$ cat src/rtl/brief_window_gen.sv
`default_nettype none
// ============================================================================
// Module      : brief_window_gen
// Description : Builds a sliding 5x5 binary window from a 5-line pixel
//               column, tracks the pixel position, and flags windows whose
//               centre is at least 2 pixels from every frame edge.
//               Optional macro BRIEF_FRAME_CNT_EN adds a 16-bit frame counter
//               output (o_frame_cnt).
// Revision    : 1.0 - initial release
// ============================================================================
module brief_window_gen #(
  parameter int IMG_WIDTH  = 1080,
  parameter int IMG_HEIGHT = 720
) (
  input  logic        i_clk,
  input  logic        i_rst,
  input  logic        i_en,
  input  logic        i_sof,
  input  logic [4:0]  i_row_taps,
  output logic        o_valid,
  output logic [24:0] o_window,
  output logic [10:0] o_col,
  output logic [10:0] o_row,
  output logic        o_eof
`ifdef BRIEF_FRAME_CNT_EN
  ,
  output logic [15:0] o_frame_cnt
`endif
);

  localparam logic [10:0] c_COL_LAST = 11'(IMG_WIDTH - 1);
  localparam logic [10:0] c_ROW_LAST = 11'(IMG_HEIGHT - 1);

  // Position expected for the next accepted pixel.
  logic [10:0] col_q, row_q;
  logic [10:0] col_d, row_d;
  logic [24:0] win_q, win_d;
  logic        valid_q, eof_q;
  logic [10:0] ocol_q, orow_q;

  // Position of the pixel being accepted this cycle (start-of-frame overrides).
  logic [10:0] pix_col, pix_row;
  logic        interior;
  logic        last_pix;

  // Pixel position, counter advance and window shift for the current strobe.
  always_comb begin
    pix_col  = i_sof ? 11'd0 : col_q;
    pix_row  = i_sof ? 11'd0 : row_q;
    interior = (pix_col >= 11'd4) && (pix_row >= 11'd4);
    last_pix = (pix_col == c_COL_LAST) && (pix_row == c_ROW_LAST);

    col_d = pix_col + 11'd1;
    row_d = pix_row;
    if (pix_col == c_COL_LAST) begin
      col_d = 11'd0;
      row_d = (pix_row == c_ROW_LAST) ? 11'd0 : pix_row + 11'd1;
    end

    // Each row moves one column left; the new column enters at dx=4 with
    // the oldest line (tap bit4) landing in the top row.
    win_d = '0;
    for (int dy = 0; dy < 5; dy++) begin
      for (int dx = 0; dx < 4; dx++) begin
        win_d[5*dy+dx] = win_q[5*dy+dx+1];
      end
      win_d[5*dy+4] = i_row_taps[4-dy];
    end
  end

  // Counters, window and registered outputs; everything holds without a strobe.
  always_ff @(posedge i_clk) begin
    if (i_rst) begin
      col_q   <= '0;
      row_q   <= '0;
      win_q   <= '0;
      valid_q <= 1'b0;
      eof_q   <= 1'b0;
      ocol_q  <= '0;
      orow_q  <= '0;
    end else if (i_en) begin
      col_q   <= col_d;
      row_q   <= row_d;
      win_q   <= win_d;
      valid_q <= interior;
      eof_q   <= interior && last_pix;
      // Coordinates only move when a window is actually emitted.
      if (interior) begin
        ocol_q <= pix_col - 11'd2;
        orow_q <= pix_row - 11'd2;
      end
    end else begin
      valid_q <= 1'b0;
      eof_q   <= 1'b0;
    end
  end

  assign o_valid  = valid_q;
  assign o_eof    = eof_q;
  assign o_window = win_q;
  assign o_col    = ocol_q;
  assign o_row    = orow_q;

`ifdef BRIEF_FRAME_CNT_EN
  logic [15:0] fcnt_q;

  // Completed-frame counter, bumped the cycle after each end-of-frame pulse.
  always_ff @(posedge i_clk) begin
    if (i_rst) begin
      fcnt_q <= '0;
    end else if (eof_q) begin
      fcnt_q <= fcnt_q + 16'd1;
    end
  end

  assign o_frame_cnt = fcnt_q;
`endif

endmodule
`default_nettype wire

$ cat config.mk
export PLATFORM = sky130hd
export DESIGN_NAME = brief_window_gen
export DESIGN_NICKNAME = d
export VERILOG_FILES = /design/src/rtl/brief_window_gen.sv
export SDC_FILE = /design/constraint.sdc
export NUM_CORES = 1
export LEC_CHECK = 0
export ABC_CLOCK_PERIOD_IN_PS = 4000
export BUFFER_PORTS_ARGS = -buffer_cell sky130_fd_sc_hd__buf_4
export CAP_MARGIN = 5
export CORE_MARGIN = 4
export CORE_UTILIZATION = 61
export DETAILED_ROUTE_END_ITERATION = 6
export PLACE_DENSITY = 0.86
export SETUP_SLACK_MARGIN = 0.15
export SYNTH_ARGS = -nofsm -noshare
export SYNTH_HDL_FRONTEND = slang
export SYNTH_SLANG_ARGS = --single-unit
$ cat constraint.sdc
create_clock -name i_clk -period 4 [get_ports i_clk]
set_input_delay 0.4 -clock i_clk [delete_from_list [all_inputs] [get_ports i_clk]]
set_output_delay 0.4 -clock i_clk [all_outputs]
set_load 0.01 [all_outputs]
==> metrics.csv, run 1 <==
stage,metric,value,unit
critical_path,slowest_stage,or3b_2,
logic_synthesis,syn_area,3714,µm²
drt,first_pass_iters,5,
drt,wl_per_cell,17.32,µm
sta,relSlewSlack,48.89,%
sta,final_hold_viol_count,0,
drt,num_vias,3390,
global_route,grt_pass1_wl,15060,µm
die,die_h,86.03,µm
critical_path,worst-r2r-setup-slack,1.53,ns
drt,routed_wl,9216,µm
die,die_area,7400,µm²
logic_synthesis,ys.flop_type,dfxtp_1,
cts,cts_root_buffer,clkbuf_8,
cts,post_cts_resized,0,
logic_synthesis,synthCells,417,
sta,maxSlewViolCount,0,
die,core,5921,µm²
sta,tightest_slew,0.7566,ns
place,gp_congestion,0.9082,
cells_and_area,final_core_util,72.78,%
logic_synthesis,yosysWarningCount,0,
logic_synthesis,synth_edf_count,0,
hold_path,hold_class,in -> reg,
logic_synthesis,yosysSeqAreaShare,38.27,%
cells_and_area,fillCellCount,464,
cts,clock_path_buffers,2,
cts,clkLatencyLatePin,0.35,ns
critical_path,ff2ff_path_depth,6,
sta,fin_tns_setup,0,ns
sta,skew,0.01534,ns
critical_path,reg2reg_from,col_q[1],
logic_synthesis,synth-async-reset-ratio,0,%
cells_and_area,diodes,0,
critical_path,path_delay_family,simple AND/OR/NAND/NOR gates,
critical_path,end_kind,flip-flop,
sta,period_share,62.38,%
global_route,grt_use_total,25.26,%
logic_synthesis,syn_nets,434,
cts,path_clk_slew,0.08,ns
drt,routed_via_density,6.372,
cts,clock-sinks,71,
sta,period_minus_slack,2.495,ns
die,io_pins,58,
hold_path,hp-start,i_row_taps[3],
pwr,power.density,337.2,nW/µm²
cts,cts_buffers,9,
critical_path,crit_arrival,2.73,ns
cells_and_area,finalNetCount,469,
hold_path,whs_path_depth,3,
critical_path,worstReg2RegEnd,row_q[5],
place,dpl_cell_area,4083,µm²
critical_path,cp_max_fo,34,
drt,drc,0,
drt,drt_iter0_drc,392,
cts,cts_hold_buf,0,
global_route,grt-ovfl-total,0,
logic_synthesis,synth.avg_cell_area,8.905,µm²
pwr,finalPower,1.453,mW
cts,tritoncts,yes,
logic_synthesis,ys_types,67,
cts,cts_setup_buffers,0,
sta,fmax,400.7,MHz
die,placementRows,28,
place,dp_hpwl,6090,µm
hold_path,hold_end,o_window[9],
pwr,peakVddDrop,0.0002813,V
global_route,grt_pass1_vias,3114,
cells_and_area,drive_above_1_share,22.98,%
critical_path,critPathLaunchType,input pin,
critical_path,crit_path_max_incr_delay,0.49,ns
cells_and_area,layoutNonFillerInstCount,532,
global_route,grt_max_degree,73,
critical_path,path_buf_inv,2,
pwr,leakage,1.769,nW
sta,rsz0062_at_grt,no,
cells_and_area,final_area,4309,µm²
critical_path,worstPathCellList,buf_4 -> clkinv_1 -> nand2_1 -> ha_1 -> or3b_2 -> a22oi_1 -> a21oi_1 -> mux2_1,
outcome,status,"complete, no violations",
cells_and_area,mostFrequentLayoutCells,"dfxtp_1 (71), buf_4 (59), nor2_1 (37)",
logic_synthesis,yosys_register_bits,71,
die,start_util,62.72,%
cells_and_area,area_growth,16.04,%
die,die_w,86.03,µm
critical_path,worst-setup-path-type,in -> reg,
cts,cts.htree.levels,3,
critical_path,required,4.24,ns
cells_and_area,final_common_cell,dfxtp_1,
place,place_inst,516,
global_route,antenna_found_initial,0,
place,port_buffers,57,
drt,ant_nets,0,
run,cap_violations,0,
sta,setup_violations,0,
==> worst register-to-register path, cell delays in order (launching register included) <==
cell and delay [ns]:
dfxtp_1 0.39, nor2b_1 0.31, ha_1 0.28, nor4b_2 0.39
nand4_2 0.30, or4_1 0.55, a31oi_1 0.16
==> report_power, final <==
group          switching, mW  total, mW  leakage, nW  internal, mW
Sequential           0.00590      0.719        0.573         0.713
Clock                  0.289      0.647        0.111         0.358
Combinational         0.0534     0.0866         1.08        0.0332
Total                  0.348       1.45         1.77          1.10
==> stage by stage <==
stage / hold slack, ns / setup WS [ns]
floorplan: 0.4637 / 1.395
global placement: 0.4679 / 1.310
detailed placement: 0.4768 / 1.220
CTS: 0.2811 / 1.561
global route: 0.2926 / 1.314
finish: 0.2876 / 1.505
==> kinds of logic after synthesis <==
family / after synthesis / synth area share (%)
xor gates and xnor gates: 10 / 2.358
and+or+nand+nor: 150 / 23.42
adders and majority gates: 8 / 2.696
AOI/OAI and AO/OA: 103 / 19.78
DFF: 71 / 38.27
muxes: 29 / 7.850
buffers and inverters: 46 / 5.627
==> synth_stat cells, types with 5 or more instances <==
master | n | area share [%]
nor2_1 | 37 | 3.7
and4_1 | 5 | 1.2
xnor2_1 | 6 | 1.4
nor2b_1 | 12 | 2.0
nand3_1 | 14 | 1.9
nand2_1 | 24 | 2.4
o21ai_0 | 15 | 2.0
a211oi_1 | 6 | 1.2
ha_1 | 8 | 2.7
nand4_1 | 5 | 0.84
nor4_1 | 5 | 0.84
clkbuf_1 | 25 | 2.5
a311oi_1 | 7 | 1.7
a31oi_1 | 5 | 0.84
a21oi_1 | 25 | 3.4
inv_1 | 9 | 0.91
nor3_1 | 5 | 0.67
o211ai_1 | 8 | 1.6
a31o_2 | 5 | 1.2
mux2i_1 | 28 | 7.5
nand2b_1 | 5 | 0.84
dfxtp_1 | 71 | 38
a21oi_2 | 8 | 1.9
==> per-layer routing <==
layer  share of wire, %  vias to the layer above  global-route usage, %
met5                  0                        -                      0
met4                2.3                        0                  10.94
met3                9.8                       20                  6.148
met2                 45                      174                  39.52
met1                 43                     1593                  33.06
li1                   -                     1603                      -
==> worst max-delay path by stage <==
stage / start / endpoint / slack (ns) / cells past startpoint
after floorplan: i_sof / o_col[5] / 1.39 / 10
after global placement: i_sof / o_col[5] / 1.31 / 8
after detailed placement: i_sof / o_col[5] / 1.22 / 8
after CTS: col_q[1] / row_q[5] / 1.56 / 6
after global routing: col_q[1] / row_q[5] / 1.31 / 6
final: i_sof / o_row[5] / 1.50 / 8
==> sequential cells by signal, summed over array words and instances, names as in the netlist <==
register	count
o_window	25
col_q	11
o_col	11
o_row	11
row_q	11
o_eof	1
o_valid	1
==> cell type report <==
class | instances | area (µm²) | share of cell area [%]
Multi-Input combinational cell | 300 | 2083 | 48.35
Timing Repair Buffer | 59 | 442.9 | 10.28
Tap cell | 75 | 93.84 | 2.178
Sequential cell | 71 | 1421 | 32.98
Inverter | 11 | 41.29 | 0.9582
Clock inverter | 7 | 102.6 | 2.381
Clock buffer | 9 | 123.9 | 2.875
Power figures use the tool's default switching activity.
==> run 2, diff against run 1 <==
Settings changed: ABC_AREA from default to 1, ABC_CLOCK_PERIOD_IN_PS 4000 to 2400, CORE_UTILIZATION 61 to 57, PLACE_DENSITY 0.86 to 0.81.
Clock period 4 ns to 2.4 ns, I/O delays scaled along.
==> metrics.csv, run 2 <==
stage,metric,value,unit,change
drt,routed_via_density,5.081,,-20%
logic_synthesis,syn_nets,616,,+42%
sta,period_share,79.01,%,
die,die_h,91.37,µm,+6.2%
logic_synthesis,synthCells,599,,+44%
critical_path,path_delay_family,simple AND/OR/NAND/NOR gates,,
cts,cts_root_buffer,clkbuf_8,,
logic_synthesis,synth_common_cells,"nand2_1 (153), nor2_1 (132), dfxtp_1 (71), inv_1 (63), nand3_1 (30)",,
cts,cts_buffers,9,,unchanged
critical_path,slowest_stage,dfxtp_1,,
logic_synthesis,yosysMostFrequentCell,nand2_1,,
cts,tritoncts,yes,,
drt,routed_wl,9862,µm,+7.0%
sta,setup_violations,0,,unchanged
critical_path,worstPathCellList,nand2_1 -> inv_1 -> ha_1 -> nand3_4 -> nor2_4 -> nand3_1 -> nor2_1 -> nor2_4 -> o21ai_0 -> a21oi_1,,
sta,period_minus_slack,1.896,ns,
die,core,6756,µm²,+14%
outcome,status,"complete, no violations",,
place,dp_hpwl,7026,µm,+15%
die,die_area,8348,µm²,+13%
global_route,grt_use_total,24.63,%,-0.62 points
sta,relSlewSlack,67.35,%,+18 points
sta,final_hold_viol_count,0,,unchanged
logic_synthesis,syn_area,3961,µm²,+6.7%
cts,cts_hold_buf,0,,unchanged
critical_path,cp_max_fo,6,,-82%
global_route,antenna_found_initial,0,,unchanged
pwr,leakage,2.225,nW,+26%
critical_path,crit_path_max_incr_delay,0.34,ns,-0.15 ns
cells_and_area,mostFrequentLayoutCells,"nand2_1 (153), nor2_1 (132), dfxtp_1 (71)",,
global_route,grt_pass1_vias,3630,,+17%
critical_path,path_common_cell,nor2_4,,
drt,first_pass_iters,4,,-1
drt,num_vias,3755,,+11%
logic_synthesis,synth_edf_count,0,,unchanged
global_route,grt_max_degree,46,,-37%
logic_synthesis,synth_area_leaders,"dfxtp_1 (36%), nand2_1 (14%), nor2_1 (13%)",,
place,port_buffers,57,,unchanged
cells_and_area,final_common_cell,nand2_1,,
global_route,grt-ovfl-total,0,,unchanged
logic_synthesis,yosys_register_bits,71,,unchanged
logic_synthesis,yosysWarningCount,0,,unchanged
critical_path,required,2.64,ns,-1.60 ns
global_route,grt_pass1_wl,16620,µm,+10%
sta,skew,0.009178,ns,-0.006162 ns
cts,path_clk_slew,0.08,ns,about the same
run,cap_violations,0,,unchanged
cells_and_area,fillCellCount,604,,+30%
die,placementRows,30,,+7.1%
cts,cts.htree.levels,3,,unchanged
hold_path,hold_class,in -> reg,,
critical_path,worst-setup-path-type,reg -> reg,,
cts,post_cts_resized,0,,unchanged
drt,wl_per_cell,13.35,µm,-23%
logic_synthesis,synth.avg_cell_area,6.613,µm²,-26%
cts,cts_setup_buffers,0,,unchanged
cells_and_area,diodes,0,,unchanged
critical_path,critPathLaunchType,flip-flop,,
pwr,peakVddDrop,0.0004034,V,+43%
cells_and_area,largest_reg_flops,25,,unchanged
cts,clock_path_buffers,2,,unchanged
critical_path,path_buf_inv,1,,-1
die,start_util,58.63,%,-4.1 points
cts,clock-sinks,71,,unchanged
pwr,finalPower,2.494,mW,+72%
logic_synthesis,synth_top_area_share,35.88,%,-2.4 points
cts,clkLatencyLatePin,0.36,ns,about the same
logic_synthesis,synth-async-reset-ratio,0,%,unchanged
cells_and_area,multiInputGateArea,2102,µm²,+0.90%
cells_and_area,drive_above_1_share,17.45,%,-5.5 points
logic_synthesis,ys.flop_type,dfxtp_1,,
critical_path,end_kind,flip-flop,,
sta,finalHoldWorstSlack,0.1016,ns,-0.1860 ns
drt,ant_nets,0,,unchanged
place,gp_congestion,1.002,,+10%
critical_path,crit_arrival,2.13,ns,-0.60 ns
cells_and_area,area_growth,16.65,%,
logic_synthesis,yosysTopAreaCell,dfxtp_1,,
cells_and_area,finalNetCount,671,,+43%
cells_and_area,ff_latch_area,1421,µm²,unchanged
sta,rsz0062_at_grt,no,,
sta,fmax,527.4,MHz,
sta,fin_tns_setup,0,ns,unchanged
sta,tightest_slew,0.4898,ns,-0.2668 ns
die,die_w,91.37,µm,+6.2%
drt,drt_iter0_drc,183,,-53%
sta,finalWorstSetupSlack,0.5038,ns,-1.001 ns
logic_synthesis,yosysSeqAreaShare,35.88,%,-2.4 points
sta,maxSlewViolCount,0,,unchanged
place,detailedPlace.worstSlack,0.2383,ns,-0.9812 ns
logic_synthesis,ys_types,34,,-49%
drt,drc,0,,unchanged
die,io_pins,58,,unchanged
pwr,power.density,539.7,nW/µm²,+60%
run 2: cell types whose count changed after synthesis, moves of 7 or more:
cell / before / now
nand2_1: 24 / 153
nor2_1: 37 / 132
inv_1: 9 / 63
mux2i_1: 28 / 0
nand3_1: 14 / 30
o21ai_0: 15 / 28
nor2b_1: 12 / 0
clkbuf_1: 25 / 14
xor2_1: 4 / 14
a21oi_2: 8 / 0
a311oi_1: 7 / 0
o211ai_1: 8 / 1
o21ai_1: 0 / 7
run 2: power breakdown:
part           leakage (nW)  total, mW  internal, mW  switching (mW)
combinational          1.54      0.184        0.0714           0.113
sequential            0.578       1.23          1.21          0.0194
clock                 0.107       1.08         0.593           0.492
run 2: path summary, 6_finish.rpt:
path | startpoint | endpoint | slack (ns) | depth (start not counted)
hold reg to reg | col_q[0] | col_q[0] | 0.47 | 2
setup reg to reg | col_q[1] | row_q[0] | 0.50 | 10
setup / recovery | col_q[1] | row_q[0] | 0.50 | 10
hold / removal | i_row_taps[3] | o_window[9] | 0.10 | 3
run 2: cell families after synthesis:
group                    synth area share, %
flip-flops                             35.88
AND/OR/NAND/NOR                        38.98
AO/OA/AOI/OAI                          7.802
adder cells (fa/ha/maj)                2.527
buffers and inverters                  11.05
XOR/XNOR                               3.759
run 2: worst min-delay path, cell delays in order:
cell    delay (ns)
buf_4         0.07
nor2_1        0.03
nor2_1        0.08
run 2: per-layer routing:
metal / routed length [µm] / up-vias / GRT usage, %
li1: - / 1950 / -
met1: 4208 / 1694 / 28.88
met2: 4967 / 87 / 43.29
met3: 389 / 24 / 4.308
met4: 296 / 0 / 11.68
met5: 0 / - / 0
run 2: through the flow:
step / util [%] / cells / cell area [µm²]
2_1_floorplan: - / 599 / 3961
3_3_place_gp: 65.11 / 723 / 4399
3_5_place_dp: 65.11 / 723 / 4399
4_1_cts: 68.39 / 739 / 4621
5_1_grt: 68.39 / 739 / 4621
6_report: 68.39 / 739 / 4621
run 2: area by class of cell:
| type | instances | share of cell area [%] |
|---|---|---|
| clock buffer | 10 | 2.762 |
| clock inverter | 6 | 2.031 |
| inverter | 66 | 5.416 |
| multi-input combinational | 436 | 45.49 |
| sequential | 71 | 30.76 |
| tap | 80 | 2.166 |
| timing repair buffer | 70 | 11.37 |
